### config.mk
export PLATFORM = sky130hd
export DESIGN_NAME = i2c_master_byte_fsm
export DESIGN_NICKNAME = d
export VERILOG_FILES = /design/src/rtl/i2c_pkg.sv /design/src/rtl/i2c_edge_detect.sv /design/src/rtl/i2c_master_byte_fsm.sv
export SDC_FILE = /design/constraint.sdc
export NUM_CORES = 1
export LEC_CHECK = 0
export ABC_AREA = 1
export BUFFER_PORTS_ARGS = -buffer_cell sky130_fd_sc_hd__clkbuf_2
export CAP_MARGIN = 40
export CORE_AREA = 2 2 82 84
export CTS_CLUSTER_SIZE = 20
export DETAILED_ROUTE_END_ITERATION = 12
export DIE_AREA = 0 0 84 86
export GPL_TIMING_DRIVEN = 0
export PLACE_DENSITY_LB_ADDON = 0.12
export RECOVER_POWER = 25
export SETUP_SLACK_MARGIN = 0.1
export SLEW_MARGIN = 20
export SYNTH_ARGS = -nofsm -noshare
export SYNTH_HDL_FRONTEND = slang
export SYNTH_HIERARCHICAL = 1
export SYNTH_SLANG_ARGS = --single-unit
### constraint.sdc
create_clock -name clk -period 1.6 [get_ports clk]
set_input_delay 0.16 -clock clk [delete_from_list [all_inputs] [get_ports clk]]
set_output_delay 0.16 -clock clk [all_outputs]
set_load 0.01 [all_outputs]
### src/rtl/i2c_pkg.sv
// i2c_pkg: shared state encoding and default widths for the byte-level I2C master.
// Revision 1.0
`default_nettype none

package i2c_pkg;

  localparam int I2C_ADDR_W = 7;
  localparam int I2C_DATA_W = 8;

  typedef enum logic [3:0] {
    READY    = 4'd0,
    START    = 4'd1,
    COMMAND  = 4'd2,
    SLV_ACK1 = 4'd3,
    WR       = 4'd4,
    RD       = 4'd5,
    SLV_ACK2 = 4'd6,
    MSTR_ACK = 4'd7,
    STOP     = 4'd8
  } i2c_state_t;

endpackage

`default_nettype wire

### src/rtl/i2c_edge_detect.sv
// i2c_edge_detect: registers a level and flags its single-cycle rising and falling edges.
// Revision 1.0
`default_nettype none

module i2c_edge_detect (
  input  logic clk,
  input  logic rst,
  input  logic d,
  output logic rise,
  output logic fall
);

  logic q;

  always_ff @(posedge clk) begin
    if (rst) begin
      q <= 1'b0;
    end else begin
      q <= d;
    end
  end

  assign rise = d & ~q;
  assign fall = ~d & q;

endmodule

`default_nettype wire

### src/rtl/i2c_master_byte_fsm.sv
// i2c_master_byte_fsm: frames START, address+R/W, data bytes, ACK/NACK and STOP on data_clk edges.
// Revision 1.0
`default_nettype none

module i2c_master_byte_fsm
  import i2c_pkg::*;
#(
  parameter int ADDR_W = I2C_ADDR_W,
  parameter int DATA_W = I2C_DATA_W
) (
  input  logic              clk,
  input  logic              rst,
  input  logic              data_clk,
  input  logic              ena,
  input  logic [ADDR_W-1:0] addr,
  input  logic              rw,
  input  logic [DATA_W-1:0] data_wr,
  input  logic              sda_in,
  output logic              scl_not_ena,
  output logic              sda_drive_low,
  output logic              busy,
  output logic [DATA_W-1:0] data_rd,
  output logic              ack_error
);

  localparam int CMD_W = ADDR_W + 1;
  localparam int CNT_W = $clog2((CMD_W > DATA_W) ? CMD_W : DATA_W);
  localparam logic [CNT_W-1:0] CMD_TOP  = CNT_W'(CMD_W - 1);
  localparam logic [CNT_W-1:0] BYTE_TOP = CNT_W'(DATA_W - 1);

  logic rise;
  logic fall;

  i2c_state_t        state, state_n;
  logic [CNT_W-1:0]  bit_cnt, bit_cnt_n;
  logic [CMD_W-1:0]  addr_rw, addr_rw_n;
  logic [DATA_W-1:0] data_tx, data_tx_n;
  logic [DATA_W-1:0] data_rx, data_rx_n;
  logic [DATA_W-1:0] data_rd_n;
  logic              scl_not_ena_n;
  logic              sda_drive_low_n;
  logic              busy_n;
  logic              ack_error_n;
  logic              same_target;

  i2c_edge_detect u_dc_edge (
    .clk  (clk),
    .rst  (rst),
    .d    (data_clk),
    .rise (rise),
    .fall (fall)
  );

  // Continuing a transfer is only allowed to the same slave and direction.
  assign same_target = ena && ({addr, rw} == addr_rw);

  always_ff @(posedge clk) begin
    if (rst) begin
      state         <= READY;
      bit_cnt       <= BYTE_TOP;
      addr_rw       <= '0;
      data_tx       <= '0;
      data_rx       <= '0;
      data_rd       <= '0;
      scl_not_ena   <= 1'b1;
      sda_drive_low <= 1'b0;
      busy          <= 1'b0;
      ack_error     <= 1'b0;
    end else begin
      state         <= state_n;
      bit_cnt       <= bit_cnt_n;
      addr_rw       <= addr_rw_n;
      data_tx       <= data_tx_n;
      data_rx       <= data_rx_n;
      data_rd       <= data_rd_n;
      scl_not_ena   <= scl_not_ena_n;
      sda_drive_low <= sda_drive_low_n;
      busy          <= busy_n;
      ack_error     <= ack_error_n;
    end
  end

  always_comb begin
    state_n         = state;
    bit_cnt_n       = bit_cnt;
    addr_rw_n       = addr_rw;
    data_tx_n       = data_tx;
    data_rx_n       = data_rx;
    data_rd_n       = data_rd;
    scl_not_ena_n   = scl_not_ena;
    sda_drive_low_n = sda_drive_low;
    busy_n          = busy;
    ack_error_n     = ack_error;

    if (rise) begin
      case (state)
        READY: begin
          // Releasing SDA here completes the STOP condition from the previous transfer.
          sda_drive_low_n = 1'b0;
          if (ena) begin
            addr_rw_n = {addr, rw};
            data_tx_n = data_wr;
            busy_n    = 1'b1;
            state_n   = START;
          end else begin
            busy_n = 1'b0;
          end
        end
        START: begin
          sda_drive_low_n = 1'b1;
          bit_cnt_n       = CMD_TOP;
          state_n         = COMMAND;
        end
        COMMAND: begin
          sda_drive_low_n = ~addr_rw[bit_cnt];
          if (bit_cnt == '0) begin
            state_n = SLV_ACK1;
          end else begin
            bit_cnt_n = bit_cnt - 1'b1;
          end
        end
        SLV_ACK1: begin
          sda_drive_low_n = 1'b0;
          bit_cnt_n       = BYTE_TOP;
          state_n         = addr_rw[0] ? RD : WR;
        end
        WR: begin
          busy_n          = 1'b1;
          sda_drive_low_n = ~data_tx[bit_cnt];
          if (bit_cnt == '0) begin
            state_n = SLV_ACK2;
          end else begin
            bit_cnt_n = bit_cnt - 1'b1;
          end
        end
        RD: begin
          busy_n          = 1'b1;
          sda_drive_low_n = 1'b0;
          if (bit_cnt == '0) begin
            state_n = MSTR_ACK;
          end else begin
            bit_cnt_n = bit_cnt - 1'b1;
          end
        end
        SLV_ACK2: begin
          sda_drive_low_n = 1'b0;
          if (same_target) begin
            busy_n    = 1'b0;
            data_tx_n = data_wr;
            bit_cnt_n = BYTE_TOP;
            state_n   = WR;
          end else begin
            state_n = STOP;
          end
        end
        MSTR_ACK: begin
          data_rd_n = data_rx;
          if (same_target) begin
            busy_n          = 1'b0;
            sda_drive_low_n = 1'b1;
            bit_cnt_n       = BYTE_TOP;
            state_n         = RD;
          end else begin
            sda_drive_low_n = 1'b0;
            state_n         = STOP;
          end
        end
        STOP: begin
          sda_drive_low_n = 1'b1;
          busy_n          = 1'b0;
          state_n         = READY;
        end
        default: begin
          state_n = READY;
        end
      endcase
    end else if (fall) begin
      case (state)
        START: begin
          scl_not_ena_n = 1'b0;
          ack_error_n   = 1'b0;
        end
        STOP: begin
          scl_not_ena_n = 1'b1;
        end
        SLV_ACK1, SLV_ACK2: begin
          if (sda_in) begin
            ack_error_n = 1'b1;
          end
        end
        RD: begin
          data_rx_n[bit_cnt] = sda_in;
        end
        default: begin
        end
      endcase
    end
  end

endmodule

`default_nettype wire

## Word-level counts from Yosys, hierarchy flattened

Index checks and enable logic that the tools add are counted.

- Add/sub/neg operators: 1
- $lt $le $gt $ge: 2
- Eq/ne operators: 17
- Reductions and logical operators: 27
- Multiplexer cells: 29
- Bitwise operators: 7

Operator list:

| cell | count |
|---|---|
| 4-bit case mux with 8 select lines | 1 |
| 4-bit 2-to-1 mux | 6 |
| 4-bit by 3-bit == test with 1-bit output, second input constant | 4 |
| 8-bit 2-to-1 mux | 2 |
| 8-bit case mux with 2 select lines | 1 |
| 2-bit inequality test, second input constant | 7 |
| 3-bit AND reduction | 4 |
| 4-bit AND reduction | 3 |
| 2-bit OR reduction | 5 |
| 3-bit case mux with 3 select lines | 1 |
| 8-bit bitwise mux | 1 |
| 4-bit by 2-bit == test with 1-bit output, second input constant | 2 |
| 8-bit == test | 1 |
| 1-bit 2-to-1 mux | 8 |
| 1-bit binary-select mux with 3-bit select | 2 |
| 3-bit 2-to-1 mux | 2 |
| 2-bit nonzero test | 3 |
| 1-bit NOT | 5 |
| 1-bit case mux with 5 select lines | 1 |
| 5-bit AND reduction | 1 |
| 5-bit nonzero test | 1 |
| 4-bit by 1-bit == test with 1-bit output, second input constant | 1 |
| 4-bit == test, second input constant | 1 |
| 4-bit logical NOT | 1 |
| other kinds (15) | 19 |

- Logic and storage cells: 94
- Output and inout bits: 12
- Bits of input ports: 21
- Flip-flop bits (word level): 44

## Longest topological paths before layout

Gate-level depths: netlist of the first run.

- Depth in word-level cells: 5
- Gate-level depth with buffers: 12
- Gate-level depth less buffers: 12

## Hierarchy

The synthesis of the first run kept the hierarchy.

Modules (own cells, without submodules):

| module | times used | cells an instance | seq. area each (sq um) | area each (sq um) |
|---|---|---|---|---|
| i2c_master_byte_fsm | 1 | 369 | 860.8 | 2448.6 |
| i2c_edge_detect | 1 | 6 | 20.0 | 38.8 |

## Least setup slack after synthesis of the first run

OpenSTA, ideal clock, no wires.

- Kind: register to register
- From: reg bit_cnt[0]
- To: reg bit_cnt[0]
- Clock period less this slack: 1.462 ns
- Required time: 1.470 ns
- Cell stages (with the launch flop): 10
- Data arrival time: 1.332 ns
- Setup time: 0.130 ns
- Setup slack: 0.138 ns
- Path buffers: 1
- Cells stage by stage: dfxtp_1 buf_2 inv_1 ha_1 nand2_1 a21oi_1 nor3_2 nand3_1 nand2_1 nand3_1

- Longest elaborated chain between the ends: 3
- Elaborated cells on any way between the ends: 6
- Classes of those cells: 1 x add/sub; 1 x eq/ne; 2 x mux; 2 x reduce/logical

Ends and longest elaborated chain:

| what | line | text |
|---|---|---|
| start: declaration | i2c_master_byte_fsm.sv:35 | `logic [CNT_W-1:0] bit_cnt, bit_cnt_n;` |
| start signal: assignment | i2c_master_byte_fsm.sv:71 | `bit_cnt <= bit_cnt_n;` |
| 3-bit by 1-bit subtractor with 3-bit output / 3-bit logical NOT (equally long branches) | - |  |
| 3-bit 2-to-1 mux / 2-bit inequality test (equally long branches) | - |  |
| 3-bit case mux with 3 select lines / 4-bit AND reduction (equally long branches) | - |  |

Several ways; a longest one is shown, not always the timed one. The select of a mux whose other input is x is not followed.
A chain may end at the register's enable or synchronous reset.

## Worst setup path after layout of the first run

- From: reg state[3]
- To: reg bit_cnt[0]

- Longest elaborated chain between the ends: 4
- Elaborated cells on any way between the ends: 15
- Classes of those cells: 9 x eq/ne; 1 x mux; 5 x reduce/logical

Ends and longest elaborated chain:

| what | line | text |
|---|---|---|
| start: declaration | i2c_master_byte_fsm.sv:34 | `i2c_state_t state, state_n;` |
| start signal: assignment | i2c_master_byte_fsm.sv:70 | `state <= state_n;` |
| 4-bit by 3-bit == test with 1-bit output (tied with other cells) | i2c_master_byte_fsm.sv:96 | `case (state)` |
| 3-bit OR reduction (no line) / 2-bit OR reduction (equally long branches) | - |  |
| 2-bit inequality test (no line) (tied with other cells) | - |  |
| 4-bit AND reduction (no line) | - |  |

Several ways; a longest one is shown, not always the timed one.

==> reports/results.ini, run 1 <==
[synthesis]
synth_edf_count=0
synthMuxAreaShare_pct=0
ys_seq_area_share_pct=35.41
synth_compound_area_share_pct=16.25
synthArstFlopShare_pct=0
synth_top_family_by_area=simple AND/OR/NAND/NOR gates
synth_xor_area_share_pct=1.056
synthAdderAreaFrac_pct=1.006
synth.top_cell.area_share_pct=35.41
synthCells=375
synth-simple-area-share_pct=34.21
synth_cell_types=35
synth_area_per_cell_um2=6.633
syn_nets=398
synth_top_area_cell=dfxtp_1
netlist_area_um2=2487
synthFlopType=dfxtp_1
synth_seq_cells=44
ys_warn_count=6
synthTopCellsByArea=dfxtp_1 35%, nand2_1 13%, inv_1 7.2%, nand3_1 6.8%, a21oi_1 6.4%

[detailed_routing]
drt_wl_total_mm=6.360
wl_per_cell_um=12.33
drt-initial-drc-count=102
vias=2519
viasPerCell=4.882
final_antenna_net_count=0
drc=0
drtPass1Iterations=4

[cts]
clkLatencyLatePin_ps=300
htreeDepth=2
ctsHoldBuffers=0
cts_buffers=5
cts_tree=done
cts_root_buffer=clkbuf_8
clk_path_buf_depth=2
clock_sinks=44
path_clk_slew_ps=90

[pwr]
p_leak_nw=1.466
ir_worst_vdd_uv=607.3
finalPower_mw=2.726
p_per_area_nw_per_um2=852.2

[place]
place_congestion=0.8967
dpl.hpwl_mm=4.564
io_buffers=32

[sta]
finalSetupViolCount=0
rsz0062_at_grt=true
finClkSkew_ps=5.335
tightest_slew_ps=547.6
whs_ps=87.76
finalHoldViolations=0
drv_slew=0
timing.fmax_mhz=676.1
post-route-min-period_ps=1479
final.period_utilization_pct=92.45
relSlewSlack_pct=63.50

[grt]
antenna_found_initial=0
grt_max_degree=16
grt_pass1_vias=2254
grt_busiest_layer=met2
grt-ovfl-total=0
use_met1_pct=23.79
grt_pass1_wl_mm=10.44
use_met2_pct=31.05
grt_usage_pct=17.94
met3_usage_pct=2.406

[die]
pin_count=33
die_y_um=86
die_width_um=84
die_area_um2=7224
core_area_um2=6277
num_rows=29
initial_utilization_pct=39.63

[critical_path]
critPathMaxFanout=4
path_buf_inv=3
crit_slowest_cell=dfxtp_2
max_stage_delay_ps=320
start_kind=flip-flop
crit_chain=buf_6 > nor2_4 > nand2_4 > buf_4 > a21oi_2 > nor3_2 > buf_4 > nand4_1 > nand3_1
critPathKind=flip-flop to flip-flop
cp_data_arrival_time_ps=1650
cp_common_cell=buf_4
critPathCaptureType=flip-flop
required_ps=1770
critPathTopFamily=simple AND/OR/NAND/NOR gates

[outcome]
status=complete, no violations

[layout]
fin_util_pct=50.97
drive_gt1_share_pct=27.33
diodes=0
nets=461
area_growth_pct=28.62
n_fill_cell=646

[min_path]
hp-class=primary input to flip-flop

[job]
cap_violations=0

worst reg2reg max path: stages, from the launching register on:
cell and delay, ps:
dfxtp_2 320, buf_6 110, nor2_4 180, nand2_4 90, buf_4 160, a21oi_2 140
nor3_2 60, buf_4 140, nand4_1 80, nand3_1 80
per-layer routing:
layer	vias to the layer above	wire, um
li1	1328	-
met1	1136	3002
met4	0	51
met5	-	0
met3	6	275
met2	49	3030
cells by family after synthesis:
group	after synthesis
AND/OR/NAND/NOR	186
AO/OA/AOI/OAI	70
buffers and inverters	70
flip-flops	44
XOR/XNOR	3
adder cells (fa/ha/maj)	2
synth_stat cells, types with 2 or more instances:
master / n
a21oi_1: 32
a21oi_2: 9
buf_2: 5
buf_6: 2
clkbuf_1: 6
dfxtp_1: 44
ha_1: 2
inv_1: 48
inv_2: 6
nand2_1: 88
nand2_2: 4
nand3_1: 34
nand4_1: 10
nor2_1: 37
nor2_4: 3
nor3_1: 2
o211ai_1: 2
o21ai_0: 23
xor2_1: 2
area by class of cell:
class	instances	area (um^2)	area share (%)
multi-input cells	261	1390	43.45
flip-flops and latches	44	897.1	28.04
repair buffers	56	356.6	11.15
inverters	55	219.0	6.844
plain buffers	15	125.1	3.911
well taps	77	96.34	3.011
clock buffers	5	68.82	2.151
clock inverters	3	46.29	1.447
layout by cell type (no fill, tap or decap), types with 2 or more instances in the layout:
cell      Yosys  layout
xor2_1        2       2
dfxtp_2       0       7
o211ai_1      2       2
clkbuf_8      0       5
a21oi_2       9      13
nor3_1        2       2
dfxtp_4       0       2
inv_4         0       5
nand2_2       4       4
nor2_4        3       3
nor2_2        1       3
nand4_1      10      10
inv_2         6       7
clkbuf_1      6      18
o21ai_0      23      15
o21ai_1       1       8
nand2_4       0       5
inv_1        48      43
dfxtp_1      44      35
a21oi_1      32      28
buf_4         1      19
buf_6         2      11
nand3_2       1       3
nor2_1       37      35
nand2_1      88      83
nand3_4       1       2
ha_1          2       2
clkbuf_2      0      20
nand3_1      34      31
report_power, final:
part           switching (mW)  internal (mW)
Combinational           0.366          0.278
Sequential             0.0398           1.15
Clock                   0.419          0.471
through the flow:
stage	setup WS, ps	instance area, um^2	instances	setup TNS (ps)
2_1_floorplan	138.1	2487	375	0
3_3_place_gp	-124.5	2744	484	-1229
3_5_place_dp	-144.1	2744	484	-870.9
4_1_cts	77.07	3032	503	0
5_1_grt	-4.358	3199	516	-4.358
6_report	120.9	3199	516	0
registers in the layout, summed over array words and instances, names as in the netlist:
register       cells
data_tx            8
busy               1
scl_not_ena        1
state              4
addr_rw            8
ack_error          1
u_dc_edge/q        1
sda_drive_low      1
bit_cnt            3
data_rx            8
data_rd            8
worst paths after layout:
kind / from / endpoint / slack [ps] / cells past startpoint
setup / recovery: state[3] / bit_cnt[0] / 120 / 9
setup reg to reg: state[3] / bit_cnt[0] / 120 / 9
hold / removal: data_clk / u_dc_edge/q / 90 / 3
hold reg to reg: data_rx[6] / data_rx[6] / 460 / 2
timing repair:
item | 4_1_cts | 5_1_grt
resized for setup | 28 | 40
endpoints found under the setup margin | 34 | 37
buffers inserted | 10 | 12
gates cloned | 1 | 1
hold endpoints to repair | 0 | 0
pin swaps | 8 | 19
Note: power is estimated with default switching activity, not from simulation.
==> inputs of run 2 (changes only) <==
--- a/config.mk
+++ b/config.mk
@@ -15,6 +15,7 @@
 export GPL_TIMING_DRIVEN = 0
 export PLACE_DENSITY_LB_ADDON = 0.12
 export RECOVER_POWER = 25
+export REMOVE_ABC_BUFFERS = 1
 export SETUP_SLACK_MARGIN = 0.1
 export SLEW_MARGIN = 20
 export SYNTH_ARGS = -nofsm -noshare
==> reports/results.ini, run 2 (synthesized netlist as in run 1, its figures left out) <==
[min_path]
hp-class=primary input to flip-flop

[outcome]
status=complete, no violations

[layout]
stdcell_count=515  ; -0.19%
final_common_cell=nand2_1
layout_common_cells=81 x nand2_1, 42 x inv_1, 33 x dfxtp_1
area_growth_pct=35.26
diodes=0  ; unchanged
drive_gt1_share_pct=31.51  ; +4.2 points
nets=460  ; -0.22%
fin_area_um2=3364  ; +5.2%

[die]
initial_utilization_pct=39.63  ; unchanged
core_area_um2=6277  ; unchanged
num_rows=29  ; unchanged
pin_count=33  ; unchanged
die_width_um=84  ; unchanged
die_y_um=86  ; unchanged
die_area_um2=7224  ; unchanged

[grt]
grt_pass1_wl_mm=10.45  ; +0.13%
grt-ovfl-total=0  ; unchanged
antenna_found_initial=0  ; unchanged
grt_max_degree=22  ; +6
grt_usage_pct=17.79  ; -0.15 points
grt_pass1_vias=2222  ; -1.4%

[detailed_routing]
top_layer=met4
drtPass1Iterations=5  ; +1
viasPerCell=4.887  ; +0.11%
wl_met1_mm=3.179  ; +5.9%
final_antenna_net_count=0  ; unchanged
wl_per_cell_um=12.83  ; +4.1%
route.met3.wl_um=249  ; -9.5%
drt_wl_total_mm=6.606  ; +3.9%
vias=2517  ; -0.079%
drc=0  ; unchanged
met2_wirelength_mm=3.062  ; +1.1%
drt-initial-drc-count=100  ; -2.0%

[cts]
clk_path_buf_depth=2  ; unchanged
path_clk_slew_ps=90  ; about the same
htreeDepth=2  ; unchanged
cts_buffers=5  ; unchanged
clkLatencyLatePin_ps=310  ; about the same
cts_root_buffer=clkbuf_8
clock_sinks=44  ; unchanged
cts_tree=done
ctsHoldBuffers=0  ; unchanged

[sta]
final.period_utilization_pct=92.06  ; -0.39 points
whs_ps=133.0  ; +45.25 ps
finClkSkew_ps=10.84  ; +5.501 ps
timing.fmax_mhz=678.9  ; +0.42%
finalHoldViolations=0  ; unchanged
tightest_slew_ps=653.4  ; +105.9 ps
drv_slew=0  ; unchanged
post-route-min-period_ps=1473  ; -6.173 ps
worst_slack_ps=127.0  ; +6.173 ps
rsz0062_at_grt=true
relSlewSlack_pct=56.44  ; -7.1 points
finalSetupViolCount=0  ; unchanged

[critical_path]
critPathKind=flip-flop to flip-flop
cp_data_arrival_time_ps=1680  ; +30 ps
required_ps=1810  ; +40 ps
start_kind=flip-flop
reg2reg_slack_ps=130  ; about the same
critPathCaptureType=flip-flop
critPathMaxFanout=8  ; +4

[place]
place_congestion=0.8823  ; -1.6%
dp_slack_ps=-587.0  ; -443.0 ps
place_area_um2=2690  ; -2.0%
dpl.hpwl_mm=4.202  ; -7.9%
io_buffers=32  ; unchanged
placed_cells=471  ; -2.7%

[job]
cap_violations=0  ; unchanged

[pwr]
p_per_area_nw_per_um2=828.8  ; -2.7%
ir_worst_vdd_uv=443.9  ; -27%
finalPower_mw=2.788  ; +2.3%
p_leak_nw=1.443  ; -1.6%

run 2: path summary, 6_finish.rpt:
| check | start | end | depth (start not counted) |
|---|---|---|---|
| worst max register to register | state[1] | data_tx[7] | 8 |
| worst max-delay path | state[1] | data_tx[7] | 8 |
| worst min register to register | data_rx[7] | data_rx[7] | 2 |
| worst min-delay path | data_clk | u_dc_edge/q | 3 |
run 2: area by class of cell:
type	instances	area [um^2]
tap	77	96.34
inverter	55	245.2
fill	630	2913
multi-input combinational	263	1525
clock inverter	2	38.79
sequential	44	909.6
timing repair buffer	68	466.7
clock buffer	6	82.58
run 2: what timing repair did:
| action | 4_1_cts | 5_1_grt |
|---|---|---|
| buffers inserted | 9 | 25 |
| gates resized for setup | 18 | 67 |
| cloned | 2 | 0 |
| pin swaps | 5 | 21 |
| endpoints found under the hold margin | 0 | 0 |
| endpoints found under the setup margin | 43 | 41 |
run 2: where the power goes:
| part | switching, mW | leakage [nW] | internal [mW] |
|---|---|---|---|
| combinational | 0.385 | 1.02 | 0.273 |
| sequential | 0.0565 | 0.362 | 1.15 |
| clock | 0.413 | 0.0614 | 0.511 |
run 2: metrics by stage:
step	setup TNS, ps	utilization [%]
after CTS	0	47.38
after global routing	0	53.60
after floorplan	-4976	-
after detailed placement	-9966	42.85
after global placement	-26350	42.24
final	0	53.60
run 2: routing by layer:
metal / vias to the layer above / GRT usage (%)
met5: - / 0
met4: 0 / 5.572
met3: 10 / 3.176
met2: 50 / 28.07
met1: 1118 / 24.81
li1: 1339 / -
run 2: critical path, stage by stage, from the launching register on:
cell        delay [ps]
dfxtp_4            390
inv_8               70
nand3_4             90
nor2_4             230
clkinvlp_4         270
nand2_8            170
nand3_2             70
nand2_1             60
nor2_1              30
==> inputs of run 3 (changes only) <==
--- a/config.mk
+++ b/config.mk
@@ -8,10 +8,10 @@
 export ABC_AREA = 1
 export BUFFER_PORTS_ARGS = -buffer_cell sky130_fd_sc_hd__clkbuf_2
 export CAP_MARGIN = 40
-export CORE_AREA = 2 2 82 84
+export CORE_AREA = 2 2 95 74
 export CTS_CLUSTER_SIZE = 20
 export DETAILED_ROUTE_END_ITERATION = 12
-export DIE_AREA = 0 0 84 86
+export DIE_AREA = 0 0 97 76
 export GPL_TIMING_DRIVEN = 0
 export PLACE_DENSITY_LB_ADDON = 0.12
 export RECOVER_POWER = 25
==> reports/results.ini, run 3 (synthesized netlist as in run 1, its figures left out) <==
[sta]
finalSetupViolCount=0  ; unchanged
finalHoldViolations=0  ; unchanged
timing.fmax_mhz=671.5  ; -1.1%
drv_slew=0  ; unchanged
tightest_slew_ps=775.0  ; +121.6 ps
worst_slack_ps=110.7  ; -16.28 ps
final.period_utilization_pct=93.08  ; +1.0 points
relSlewSlack_pct=48.33  ; -8.1 points
whs_ps=112.7  ; -20.31 ps
setup_tns_ps=0  ; unchanged
post-route-min-period_ps=1489  ; +16.28 ps
rsz0062_at_grt=true
finClkSkew_ps=6.847  ; -3.989 ps

[place]
io_buffers=32  ; unchanged
dp_slack_ps=-605.4  ; -18.36 ps
dpl.hpwl_mm=4.193  ; -0.22%
place_area_um2=2683  ; -0.28%
place_congestion=0.9226  ; +4.6%

[die]
initial_utilization_pct=38.04  ; -1.6 points
die_width_um=97  ; +15%
pin_count=33  ; unchanged
die_area_um2=7372  ; +2.0%
num_rows=26  ; -10%
die_y_um=76  ; -12%
core_area_um2=6539  ; +4.2%

[min_path]
hp-class=primary input to flip-flop

[layout]
final_common_cell=nand2_1
area_growth_pct=33.40
n_fill_cell=677  ; +7.5%
fin_area_um2=3318  ; -1.4%
diodes=0  ; unchanged
nets=462  ; +0.43%
drive_gt1_share_pct=29.55  ; -2.0 points
layout_common_cells=83 x nand2_1, 42 x inv_1, 35 x nor2_1
fin_util_pct=50.75  ; -2.9 points

[critical_path]
reg2reg_slack_ps=110  ; -20 ps
crit_end=data_tx[5]
r2r_end=data_tx[5]
rr_startpoint=state[1]
reg2reg_depth=9  ; +1
critPathCaptureType=flip-flop
critPathKind=flip-flop to flip-flop
cp-startpoint=state[1]
cp_data_arrival_time_ps=1700  ; +20 ps
start_kind=flip-flop
critPathMaxFanout=16  ; +8
required_ps=1810  ; about the same

[grt]
grt-ovfl-total=0  ; unchanged
grt_pass1_vias=2236  ; +0.63%
antenna_found_initial=0  ; unchanged
grt_pass1_wl_mm=10.81  ; +3.4%
use_met1_pct=25.51  ; +0.71 points
grt_usage_pct=17.99  ; +0.20 points
met3_usage_pct=3.394  ; +0.22 points
grt_busiest_layer=met2
use_met2_pct=28.61  ; +0.54 points
grt_max_degree=19  ; -14%

[cts]
cts_tree=done
htreeDepth=2  ; unchanged
path_clk_slew_ps=90  ; about the same
clkLatencyLatePin_ps=310  ; about the same
clock_sinks=44  ; unchanged
cts_buffers=5  ; unchanged
clk_path_buf_depth=2  ; unchanged
cts_root_buffer=clkbuf_8

[pwr]
ir_worst_vdd_uv=466.0  ; +5.0%
p_leak_nw=1.490  ; +3.2%
p_per_area_nw_per_um2=827.3  ; -0.18%

[detailed_routing]
final_antenna_net_count=0  ; unchanged
drt_wl_total_mm=6.797  ; +2.9%
drtPass1Iterations=4  ; -1
drc=0  ; unchanged
vias=2568  ; +2.0%
drt-initial-drc-count=92  ; -8.0%
wl_per_cell_um=12.97  ; +1.1%
viasPerCell=4.901  ; +0.27%

[job]
cap_violations=0  ; unchanged

[outcome]
status=complete, no violations

run 3: cell types whose count changed in the layout (fill, tap and decap cells not counted), sizes merged:
cell      previous run  this run
clkinvlp             5         3
buf                 36        39
clkinv               1         4
clkbuf              38        37
nor2                42        41
run 3: repair_timing:
action / CTS / global route
pin swaps: 7 / 24
gates resized for setup: 26 / 44
setup endpoints to repair: 43 / 40
buffers inserted: 16 / 20
cloned: 2 / 0
hold buffers: 0 / 0
run 3: worst min path at each step:
stage	cells past startpoint	start	to
after floorplan	1	rst	data_rd[0]
after global placement	3	data_clk	u_dc_edge/q
after detailed placement	3	data_clk	u_dc_edge/q
after CTS	3	data_clk	u_dc_edge/q
after global routing	3	data_clk	u_dc_edge/q
final	3	data_clk	u_dc_edge/q
run 3: layout make-up:
cell class / count / area (um^2) / area share (%)
Multi-Input combinational cell: 262 / 1458 / 43.93
Sequential cell: 44 / 908.4 / 27.38
Clock inverter: 3 / 47.55 / 1.433
Tap cell: 84 / 105.1 / 3.167
Clock buffer: 5 / 68.82 / 2.074
Timing Repair Buffer: 71 / 496.7 / 14.97
Inverter: 55 / 234.0 / 7.051
run 3: stage by stage:
stage	instances	total power, mW
3_3_place_gp	476	1.678
2_1_floorplan	360	1.551
3_5_place_dp	478	1.689
5_1_grt	524	2.888
4_1_cts	504	2.658
6_report	524	2.745
run 3: power by group:
group          internal (mW)  switching, mW  total, mW
clock network          0.471          0.443      0.914
logic                  0.251          0.381      0.633
registers               1.15         0.0492       1.20
run 3: per-layer routing:
metal  wire (um)  vias up
li1            -     1345
met1        3416     1170
met2        3078       43
met3         228       10
met4          74        0
met5           0        -
run 3: critical path, cell delays in order, from the launching register on:
cell	delay, ps
dfxtp_4	390
clkinv_4	100
nand3_4	100
nor2_4	70
buf_4	140
a21oi_4	220
buf_12	200
nand3_1	90
nand2_1	60
nor2_1	30
